### config.mk
export PLATFORM = sky130hd
export DESIGN_NAME = imem_loader
export DESIGN_NICKNAME = d
export VERILOG_FILES = /design/src/rtl/imem_loader.sv
export SDC_FILE = /design/constraint.sdc
export NUM_CORES = 1
export LEC_CHECK = 0
export CORE_MARGIN = 5
export CORE_UTILIZATION = 52
export CTS_BUF_LIST = sky130_fd_sc_hd__clkbuf_8
export CTS_CLUSTER_SIZE = 14
export DETAILED_ROUTE_END_ITERATION = 8
export PLACE_DENSITY_LB_ADDON = 0.1
export SLEW_MARGIN = 20
export SYNTH_ARGS = -nofsm -noshare
export SYNTH_HDL_FRONTEND = slang
export SYNTH_SLANG_ARGS = --single-unit
### constraint.sdc
create_clock -name clock -period 3 [get_ports clock]
set_input_delay 0.45 -clock clock [delete_from_list [all_inputs] [get_ports clock]]
set_output_delay 0.45 -clock clock [all_outputs]
set_load 0.05 [all_outputs]
### src/rtl/imem_loader.sv
// imem_loader: streams a length-prefixed program into instruction memory
// and holds the CPU in reset until the load finishes cleanly.
module imem_loader #(
  parameter int ADDR_W = 10
) (
  input  logic              clock,
  input  logic              reset,
  input  logic              in_valid,
  input  logic [7:0]        in_data,
  output logic              in_ready,
  input  logic              restart,
  output logic              im_we,
  output logic [ADDR_W-1:0] im_addr,
  output logic [31:0]       im_wdata,
  output logic              cpu_reset,
  output logic              done,
  output logic              err
);

  typedef enum logic [2:0] {
    CNT_HI,
    CNT_LO,
    BYTE,
    WRITE,
    DONE,
    ERR
  } state_t;

  localparam int PADW = 16 - ADDR_W;
  localparam logic [16:0] DEPTH = 17'(1) << ADDR_W;

  state_t          state;
  state_t          nxt;
  logic [15:0]     count;
  logic [1:0]      bidx;
  logic [ADDR_W:0] widx;
  logic [ADDR_W:0] widx_inc;
  logic [31:0]     asm_q;
  logic [16:0]     n_new;
  logic            xfer;
  logic            last_word;

  assign xfer      = in_valid & in_ready;
  assign n_new     = {1'b0, count[15:8], in_data};
  assign widx_inc  = widx + {{ADDR_W{1'b0}}, 1'b1};
  // widx is ADDR_W+1 bits so a full-depth program ends without wrap
  assign last_word = {{PADW{1'b0}}, widx_inc} == {1'b0, count};

  always_comb begin
    nxt = state;
    unique case (state)
      CNT_HI: if (xfer) nxt = CNT_LO;
      CNT_LO: begin
        if (xfer) begin
          if (n_new == 17'd0)
            nxt = DONE;
          else if (n_new > DEPTH)
            nxt = ERR;
          else
            nxt = BYTE;
        end
      end
      BYTE:   if (xfer && bidx == 2'd3) nxt = WRITE;
      WRITE:  nxt = last_word ? DONE : BYTE;
      DONE:   if (restart) nxt = CNT_HI;
      ERR:    if (restart) nxt = CNT_HI;
      default: nxt = CNT_HI;
    endcase
  end

  always_ff @(posedge clock) begin
    if (reset) begin
      state     <= CNT_HI;
      count     <= '0;
      bidx      <= '0;
      widx      <= '0;
      asm_q     <= '0;
      im_we     <= 1'b0;
      im_addr   <= '0;
      im_wdata  <= '0;
      in_ready  <= 1'b1;
      done      <= 1'b0;
      err       <= 1'b0;
      cpu_reset <= 1'b0;
    end else begin
      state     <= nxt;
      in_ready  <= (nxt == CNT_HI) || (nxt == CNT_LO) || (nxt == BYTE);
      im_we     <= (nxt == WRITE);
      done      <= (nxt == DONE);
      err       <= (nxt == ERR);
      cpu_reset <= (nxt == DONE);
      unique case (state)
        CNT_HI: if (xfer) count[15:8] <= in_data;
        CNT_LO: begin
          if (xfer) begin
            count[7:0] <= in_data;
            bidx       <= '0;
            widx       <= '0;
          end
        end
        BYTE: begin
          if (xfer) begin
            asm_q <= {asm_q[23:0], in_data};
            bidx  <= bidx + 2'd1;
            if (bidx == 2'd3) begin
              im_addr  <= widx[ADDR_W-1:0];
              im_wdata <= {asm_q[23:0], in_data};
            end
          end
        end
        WRITE: begin
          widx <= widx_inc;
          bidx <= '0;
        end
        DONE, ERR: begin
          if (restart) begin
            count <= '0;
            bidx  <= '0;
            widx  <= '0;
            asm_q <= '0;
          end
        end
        default: ;
      endcase
    end
  end

endmodule

==> impl_metrics.yaml, run 1 <==
route:
  wl_per_cell_um: 15.3
  drc: 0
  via_per_inst: 5.75
  drt_iter0_drc: 447
  via_count: 4057
  first_pass_iters: 5
  ant_nets: 0
  wl_um: 10800
timing:
  period_share_pct: 79.6
  setup_violations: 0
  skew_ns: 0.0166
  rsz0062_at_grt: "false"
  slew_headroom_pct: 52.2
  fmax_mhz: 419
  fin_ws_ns: 0.612
  hold_viol_final: 0
  tightest_slew_ns: 0.715
  drv_slew: 0
  period_needed_ns: 2.39
  timing.setup.tns_ns: 0
grt:
  grt_pass1_wl_um: 17900
  grt_pass1_vias: 3723
  overflow: 0
  grt_usage_pct: 21.6
  grt_max_degree: 41
  antenna_found_initial: 0
synth:
  synthAdderAreaFrac_pct: 0.574
  synth_compound_area_share_pct: 20.2
  ys_seq_area_share_pct: 46.9
  synth_mux_area_share_pct: 0
  syn_nets: 571
  synth_edf_count: 0
  synthArstFlopShare_pct: 0
  yosys.area.top_type: "dfxtp_1"
  synth_area_mm2: 0.00436
  yosys.area_share.xor_xnor_pct: 1.61
  synthFlopType: "dfxtp_1"
  synthDistinctLibCells: 55
  synth_area_leaders: "dfxtp_1 47%, nand2_1 11%, a21oi_1 11%"
  synth_top_area_share_pct: 46.9
  synth_top_family_by_area: "simple AND/OR/NAND/NOR gates"
  yosysWarningCount: 0
  synthSimpleGateAreaFrac_pct: 26.0
  postSynthAreaPerCell_um2: 7.82
  synthCells: 557
  ys_seq_elements: 102
finish:
  n_antenna_cell: 0
  final_common_cell: "nand2_1"
  area_growth_pct: 18.6
  nNetsFinal: 610
  drive_above_1_share_pct: 6.16
  final_cell_mix: "125 x nand2_1, 102 x dfxtp_1, 93 x a21oi_1"
critical_path:
  cpLargestDelayFamily: "compound AO/OA/AOI/OAI gates"
  crit_buf_inv: 0
  path_max_fanout: 8
  critPathKind: "reg -> reg"
  crit_required_ns: 3.28
  arrival_ns: 2.67
  r2r-start: "widx[1]"
  end_kind: "register"
  slowest_stage: "a2111oi_0"
  path_cells: "ha_1 > nand3_2 > nor4_1 > o211ai_1 > a2111oi_0 > a21oi_2 > nor2b_1"
  cp-startpoint: "widx[1]"
  critical_path.max_stage_delay_ns: 0.54
  worstSetupStartpointType: "register"
clocking:
  cts.sink_count: 102
  cts_setup_buffers: 0
  cts_buffers: 9
  cts_root_buf: "clkbuf_8"
  ctsHoldBuffers: 0
  clk_pin_slew_ns: 0.11
  cts_tree: "yes"
  cts_buffer_depth: 2
  htree_levels: 3
  cts_resized: 0
  clk_latency_ns: 0.38
power:
  pwr-share-seq_pct: 56.1
  power_switching_mw: 0.733
  p_clk_share_pct: 33.9
  vdd_drop_max_v: 0.000339
  p_int_mw: 1.80
  powerDensity_mw_per_mm2: 491
  p_sw_share_pct: 28.9
  p_comb_share_pct: 10.0
  leakage_nw: 1.72
place:
  gp_congestion: 0.899
  port_buffers: 58
  hpwl_um: 7320
  pre_cts_slack_ns: 0.409
die:
  initial_utilization_pct: 53.3
  die_w_um: 102
  die_h_um: 102
  die-area_mm2: 0.0103
  io_pins: 59
  rows: 33
  core_area_mm2: 0.00818
hold_path:
  hold_class: "reg -> reg"
  hp-start: "im_wdata[17]"
outcome:
  status: "completed"
job:
  max_cap_viol_count: 0
-- area by class of cell --
| class | instances | area [um2] |
|---|---|---|
| sequential | 102 | 2040 |
| inverter | 6 | 22.5 |
| fill | 747 | 3010 |
| timing repair buffer | 70 | 666 |
| clock inverter | 7 | 75.1 |
| clock buffer | 9 | 124 |
| multi-input combinational | 407 | 2110 |
| tap | 105 | 131 |
-- worst paths after layout --
kind | endpoint | slack, ns | cells after the start
worst max-delay path | in_ready | 0.61 | 7
worst min-delay path | im_wdata[17] | 0.46 | 2
worst max register to register | in_ready | 0.61 | 7
worst min register to register | im_wdata[17] | 0.46 | 2
-- sequential cells by signal, indices dropped and copies added (netlist names) --
| signal | flops |
|---|---|
| im_wdata | 32 |
| widx | 11 |
| err | 1 |
| im_we | 1 |
| bidx | 2 |
| done | 1 |
| state | 3 |
| asm_q | 24 |
| in_ready | 1 |
| im_addr | 10 |
| count | 16 |
-- worst reg2reg max path, stage by stage (launching register included) --
cell and delay [ns]:
dfxtp_1 0.45, ha_1 0.31, nand3_2 0.19, nor4_1 0.32
o211ai_1 0.16, a2111oi_0 0.54, a21oi_2 0.16, nor2b_1 0.16
-- logic make-up (layout without fill, tap and decap cells) --
family / after synthesis / after routing
xor gates and xnor gates: 8 / 8
DFF: 102 / 102
and+or+nand+nor: 246 / 246
adders and majority gates: 2 / 2
AOI/OAI and AO/OA: 151 / 151
buffers and inverters: 48 / 92
-- stage by stage --
step	power, mW	utilization [%]	hold slack (ns)	cells	instance area (um2)
floorplan	1.62	-	0.432	557	4360
global placement	1.70	60.8	0.441	690	4970
detailed placement	1.70	60.8	0.446	690	4970
CTS	2.55	63.2	0.459	706	5170
global route	2.64	63.2	0.477	706	5170
finish	2.54	63.2	0.458	706	5170
-- routing by layer --
metal | vias up | GRT usage [%] | wire [um]
met5 | - | 0 | 0
met4 | 0 | 6.44 | 187
met3 | 23 | 5.79 | 539
met2 | 121 | 33.5 | 5050
met1 | 1905 | 29.6 | 5020
li1 | 2008 | - | -
-- power groups by stage --
stage	sequential [mW]	combinational, mW	clock [mW]
6_report	1.42	0.254	0.859
5_1_grt	1.43	0.279	0.936
4_1_cts	1.42	0.250	0.882
3_5_place_dp	1.45	0.249	0
3_3_place_gp	1.45	0.245	0
2_1_floorplan	1.44	0.181	0
-- cell usage after synthesis (5+ instances only) --
cell type / count
nor2_1: 36
a21oi_1: 93
o21ai_0: 23
a22oi_1: 9
buf_2: 8
or4_1: 6
clkbuf_1: 29
nand3_1: 36
nor2b_1: 6
nand2_1: 125
or3_1: 5
inv_1: 6
dfxtp_1: 102
Power figures use the tool's default switching activity.
==> run 2, diff against run 1 <==
--- a/config.mk
+++ b/config.mk
@@ -6,7 +6,7 @@
 export NUM_CORES = 1
 export LEC_CHECK = 0
 export CORE_MARGIN = 5
-export CORE_UTILIZATION = 52
+export CORE_UTILIZATION = 51
 export CTS_BUF_LIST = sky130_fd_sc_hd__clkbuf_8
 export CTS_CLUSTER_SIZE = 14
 export DETAILED_ROUTE_END_ITERATION = 8
==> constraint.sdc (replaced) <==
create_clock -name clock -period 2.06 [get_ports clock]
set_input_delay 0.309 -clock clock [delete_from_list [all_inputs] [get_ports clock]]
set_output_delay 0.309 -clock clock [all_outputs]
set_load 0.05 [all_outputs]
==> impl_metrics.yaml, run 2 (synthesis results as in run 1) <==
power:
  p_clk_share_pct: 32.9
  vdd_drop_max_v: 0.000428
  finalPower_mw: 3.78
  power_switching_mw: 1.09
  p_comb_share_pct: 12.7
  powerDensity_mw_per_mm2: 669
  leakage_nw: 1.97
  pwr-share-seq_pct: 54.4
  p_int_mw: 2.69
  p_sw_share_pct: 28.9
grt:
  grt_busiest_layer: "met2"
  grt_usage_pct: 23.8
  antenna_found_initial: 0
  grt_pass1_wl_um: 19800
  grtUsageMet1_pct: 32.1
  grt_max_degree: 58
  overflow: 0
  grtUsageMet3_pct: 5.32
  grt_pass1_vias: 4087
  use_met2_pct: 37.8
route:
  ant_nets: 0
  drc: 0
  via_per_inst: 5.68
  wl_um: 11700
  via_count: 4245
  drt_iter0_drc: 210
  wl_per_cell_um: 15.7
  first_pass_iters: 4
finish:
  n_antenna_cell: 0
  top_regs: "im_wdata: 32 flops, asm_q: 24 flops, count: 16 flops"
  final_common_cell: "nand2_1"
  top_register: "im_wdata"
  area_growth_pct: 29.5
  largest_reg_flops: 32
  fin_area_mm2: 0.00564
  final_cell_mix: "125 x nand2_1, 93 x a21oi_1, 92 x dfxtp_1"
  instances_no_fill: 747
  nNetsFinal: 651
  drive_above_1_share_pct: 15.3
timing:
  hold_viol_final: 0
  skew_ns: 0.0154
  fin_ws_ns: 0.0490
  drv_slew: 0
  tightest_slew_ns: 0.571
  setup_violations: 0
  fmax_mhz: 497
  period_needed_ns: 2.01
  rsz0062_at_grt: "true"
  slew_headroom_pct: 61.9
  period_share_pct: 97.6
place:
  post_dp_cell_area_mm2: 0.00532
  gp_congestion: 0.847
  port_buffers: 58
  pre_cts_slack_ns: -0.273
  dp.cells: 731
  hpwl_um: 8260
clocking:
  cts.sink_count: 102
  cts_buffers: 9
  cts_root_buf: "clkbuf_8"
  cts_buffer_depth: 2
  clk_pin_slew_ns: 0.10
  cts_tree: "yes"
  clk_latency_ns: 0.37
  htree_levels: 3
die:
  io_pins: 59
  die_w_um: 102
  initial_utilization_pct: 52.8
  rows: 33
  core_area_mm2: 0.00826
  die-area_mm2: 0.0105
  die_h_um: 102
critical_path:
  crit_required_ns: 2.30
  path_cells: "buf_4 > and4_1 > a21oi_1 > or4_4 > a2111oi_2 > a31o_1 > a211oi_2"
  path_max_fanout: 4
  critPathKind: "reg -> reg"
  reg2reg_slack_ns: 0.05
  end_kind: "register"
  cpLargestDelayFamily: "simple AND/OR/NAND/NOR gates"
  slowest_stage: "or4_4"
  critical_path.max_stage_delay_ns: 0.51
  worstSetupStartpointType: "register"
  crit_buf_inv: 1
  arrival_ns: 2.25
hold_path:
  hold_class: "reg -> reg"
job:
  max_cap_viol_count: 0
outcome:
  status: "completed"
==> run 2: power by group through the flow <==
stage	Sequential [mW]	Combinational (mW)	Clock, mW
after floorplan	2.10	0.264	0
after global placement	2.10	0.442	0
after detailed placement	2.10	0.447	0
after CTS	2.05	0.455	1.29
after global routing	2.06	0.521	1.36
final	2.06	0.478	1.24
==> run 2: worst paths after layout <==
check	start	to	cells past startpoint
setup / recovery	widx[1]	state[1]	7
hold / removal	im_wdata[30]	im_wdata[30]	2
hold reg to reg	im_wdata[30]	im_wdata[30]	2
setup reg to reg	widx[1]	state[1]	7
==> run 2: worst min-delay path: cells and delay by family, from the launching register on <==
kind	cells	cell delay, ns
simple gates	1	0.05
flops	1	0.32
compound gates	1	0.05
==> run 2: metrics by stage <==
step                hold slack, ns  util [%]  setup TNS (ns)
floorplan                    0.432         -               0
global placement             0.442      64.4           -1.07
finish                       0.457      68.3               0
detailed placement           0.446      64.4           -1.19
CTS                          0.461      67.3               0
global route                 0.485      68.3         -0.0542
==> run 2: per-layer routing <==
| layer | part of all wire, % | routed length (um) |
|---|---|---|
| met1 | 47 | 5470 |
| met4 | 1.9 | 223 |
| met5 | 0 | 0 |
| met3 | 5.5 | 640 |
| met2 | 46 | 5370 |
==> run 2: area by class of cell <==
| type | instances | area [um2] |
|---|---|---|
| Clock buffer | 9 | 124 |
| Clock inverter | 7 | 77.6 |
| Fill cell | 748 | 2610 |
| Inverter | 6 | 22.5 |
| Multi-Input combinational cell | 407 | 2220 |
| Sequential cell | 102 | 2050 |
| Tap cell | 105 | 131 |
| Timing Repair Buffer | 111 | 1010 |
==> run 2: what timing repair did <==
item                                    in CTS  in global routing
hold buffers                                 0                  0
buffers inserted                             0                  0
gates resized for setup                     12                 17
endpoints found under the setup margin       5                  5
pin swaps                                    1                  4
==> run 3, diff against run 2 <==
--- a/config.mk
+++ b/config.mk
@@ -5,7 +5,7 @@
 export SDC_FILE = /design/constraint.sdc
 export NUM_CORES = 1
 export LEC_CHECK = 0
-export CORE_MARGIN = 5
+export CORE_MARGIN = 2
 export CORE_UTILIZATION = 51
 export CTS_BUF_LIST = sky130_fd_sc_hd__clkbuf_8
 export CTS_CLUSTER_SIZE = 14
==> impl_metrics.yaml, run 3 (synthesis results as in run 1) <==
route:
  via_count: 4257
  via_per_inst: 5.69
  ant_nets: 0
  wl_um: 11600
  first_pass_iters: 4
  drt_iter0_drc: 280
  wl_per_cell_um: 15.5
  drc: 0
clocking:
  cts.sink_count: 102
  cts_tree: "yes"
  htree_levels: 3
  cts_buffer_depth: 2
  cts_setup_buffers: 0
  clk_latency_ns: 0.37
  clk_pin_slew_ns: 0.11
  ctsHoldBuffers: 0
  cts_root_buf: "clkbuf_8"
  cts_buffers: 9
power:
  vdd_drop_max_v: 0.000377
  p_int_mw: 2.68
  leakage_nw: 1.95
  p_sw_share_pct: 29.1
  pwr-share-seq_pct: 54.4
  powerDensity_mw_per_mm2: 678
  p_comb_share_pct: 12.4
  power_switching_mw: 1.10
  finalPower_mw: 3.79
  p_clk_share_pct: 33.2
timing:
  hold_viol_final: 0
  tightest_slew_ns: 0.577
  period_share_pct: 101
  rsz0062_at_grt: "true"
  skew_ns: 0.0131
  setup_violations: 1
  fmax_mhz: 482
  slew_headroom_pct: 61.3
  drv_slew: 0
  timing.setup.tns_ns: -0.0151
  fin_ws_ns: -0.0151
  period_needed_ns: 2.08
die:
  initial_utilization_pct: 52.8
  io_pins: 59
  die_h_um: 96.4
  rows: 33
  die_w_um: 96.4
  core_area_mm2: 0.00826
  die-area_mm2: 0.00930
critical_path:
  path_cells: "or4_4 > nor4_4 > nand4_1 > a211oi_2 > buf_4 > a21oi_4 > nor2b_1"
  reg2reg_slack_ns: -0.02
  cpLargestDelayFamily: "simple AND/OR/NAND/NOR gates"
  critical_path.max_stage_delay_ns: 0.56
  crit_buf_inv: 1
  worstSetupStartpointType: "register"
  end_kind: "register"
  critPathKind: "reg -> reg"
  arrival_ns: 2.34
  path_max_fanout: 4
  slowest_stage: "or4_4"
  crit_required_ns: 2.32
finish:
  area_growth_pct: 28.2
  drive_above_1_share_pct: 15.4
  top_regs: "im_wdata: 32 flops, asm_q: 24 flops, count: 16 flops"
  final_cell_mix: "125 x nand2_1, 93 x a21oi_1, 91 x dfxtp_1"
  largest_reg_flops: 32
  n_antenna_cell: 0
  final_common_cell: "nand2_1"
  nNetsFinal: 652
  top_register: "im_wdata"
place:
  port_buffers: 58
  hpwl_um: 8010
  gp_congestion: 0.895
grt:
  grt_usage_pct: 25.6
  grt_max_degree: 43
  overflow: 0
  antenna_found_initial: 0
  grt_pass1_vias: 3876
  grt_pass1_wl_um: 18600
outcome:
  status: "complete, but fails checks"
  violations: "setup timing"
hold_path:
  hold_class: "in -> reg"
job:
  max_cap_viol_count: 0
run 3: changes by cell type in the layout (fill, tap and decap cells not counted), sizes merged:
cell | previous run | this run
buf | 54 | 55
inv | 8 | 9
clkinv | 5 | 4
run 3: routing by layer:
layer	vias to the layer above	GRT usage [%]	routed length [um]
met5	-	0	0
met4	0	8.80	215
met3	21	4.34	475
met2	101	40.6	5390
met1	2037	35.4	5520
li1	2098	-	-
run 3: power groups by stage:
stage / clock, mW / sequential, mW / combinational, mW
final: 1.26 / 2.06 / 0.470
after global routing: 1.36 / 2.07 / 0.509
after CTS: 1.28 / 2.05 / 0.445
after detailed placement: 0 / 2.10 / 0.438
after global placement: 0 / 2.10 / 0.429
after floorplan: 0 / 2.10 / 0.264
run 3: timing repair:
action | CTS | global route
pin swaps | 0 | 6
resized for setup | 12 | 12
setup endpoints to repair | 5 | 13
run 3: per-stage QoR:
stage	worst slack [ns]	hold WS, ns	std cells	cell area, um2	util, %
2_1_floorplan	0.0263	0.432	557	4360	-
3_3_place_gp	-0.264	0.441	732	5300	64.2
3_5_place_dp	-0.309	0.445	732	5300	64.2
4_1_cts	0.0122	0.418	748	5540	67.1
5_1_grt	-0.138	0.434	748	5590	67.6
6_report	-0.0151	0.426	748	5590	67.6
run 3: layout make-up:
class / count / area, um2
flip-flops and latches: 102 / 2060
well taps: 105 / 131
repair buffers: 112 / 993
multi-input cells: 407 / 2180
fillers: 728 / 2670
inverters: 6 / 22.5
clock buffers: 9 / 124
clock inverters: 7 / 76.3
run 3: path summary, 6_finish.rpt:
kind | cells past startpoint | end | from
min | 3 | widx[5] | reset
min reg2reg | 2 | asm_q[22] | asm_q[22]
max reg2reg | 7 | in_ready | count[14]
max | 7 | in_ready | count[14]
run 3: worst min-delay path: stages:
cell	delay, ns
buf_2	0.10
buf_4	0.28
a21oi_1	0.06
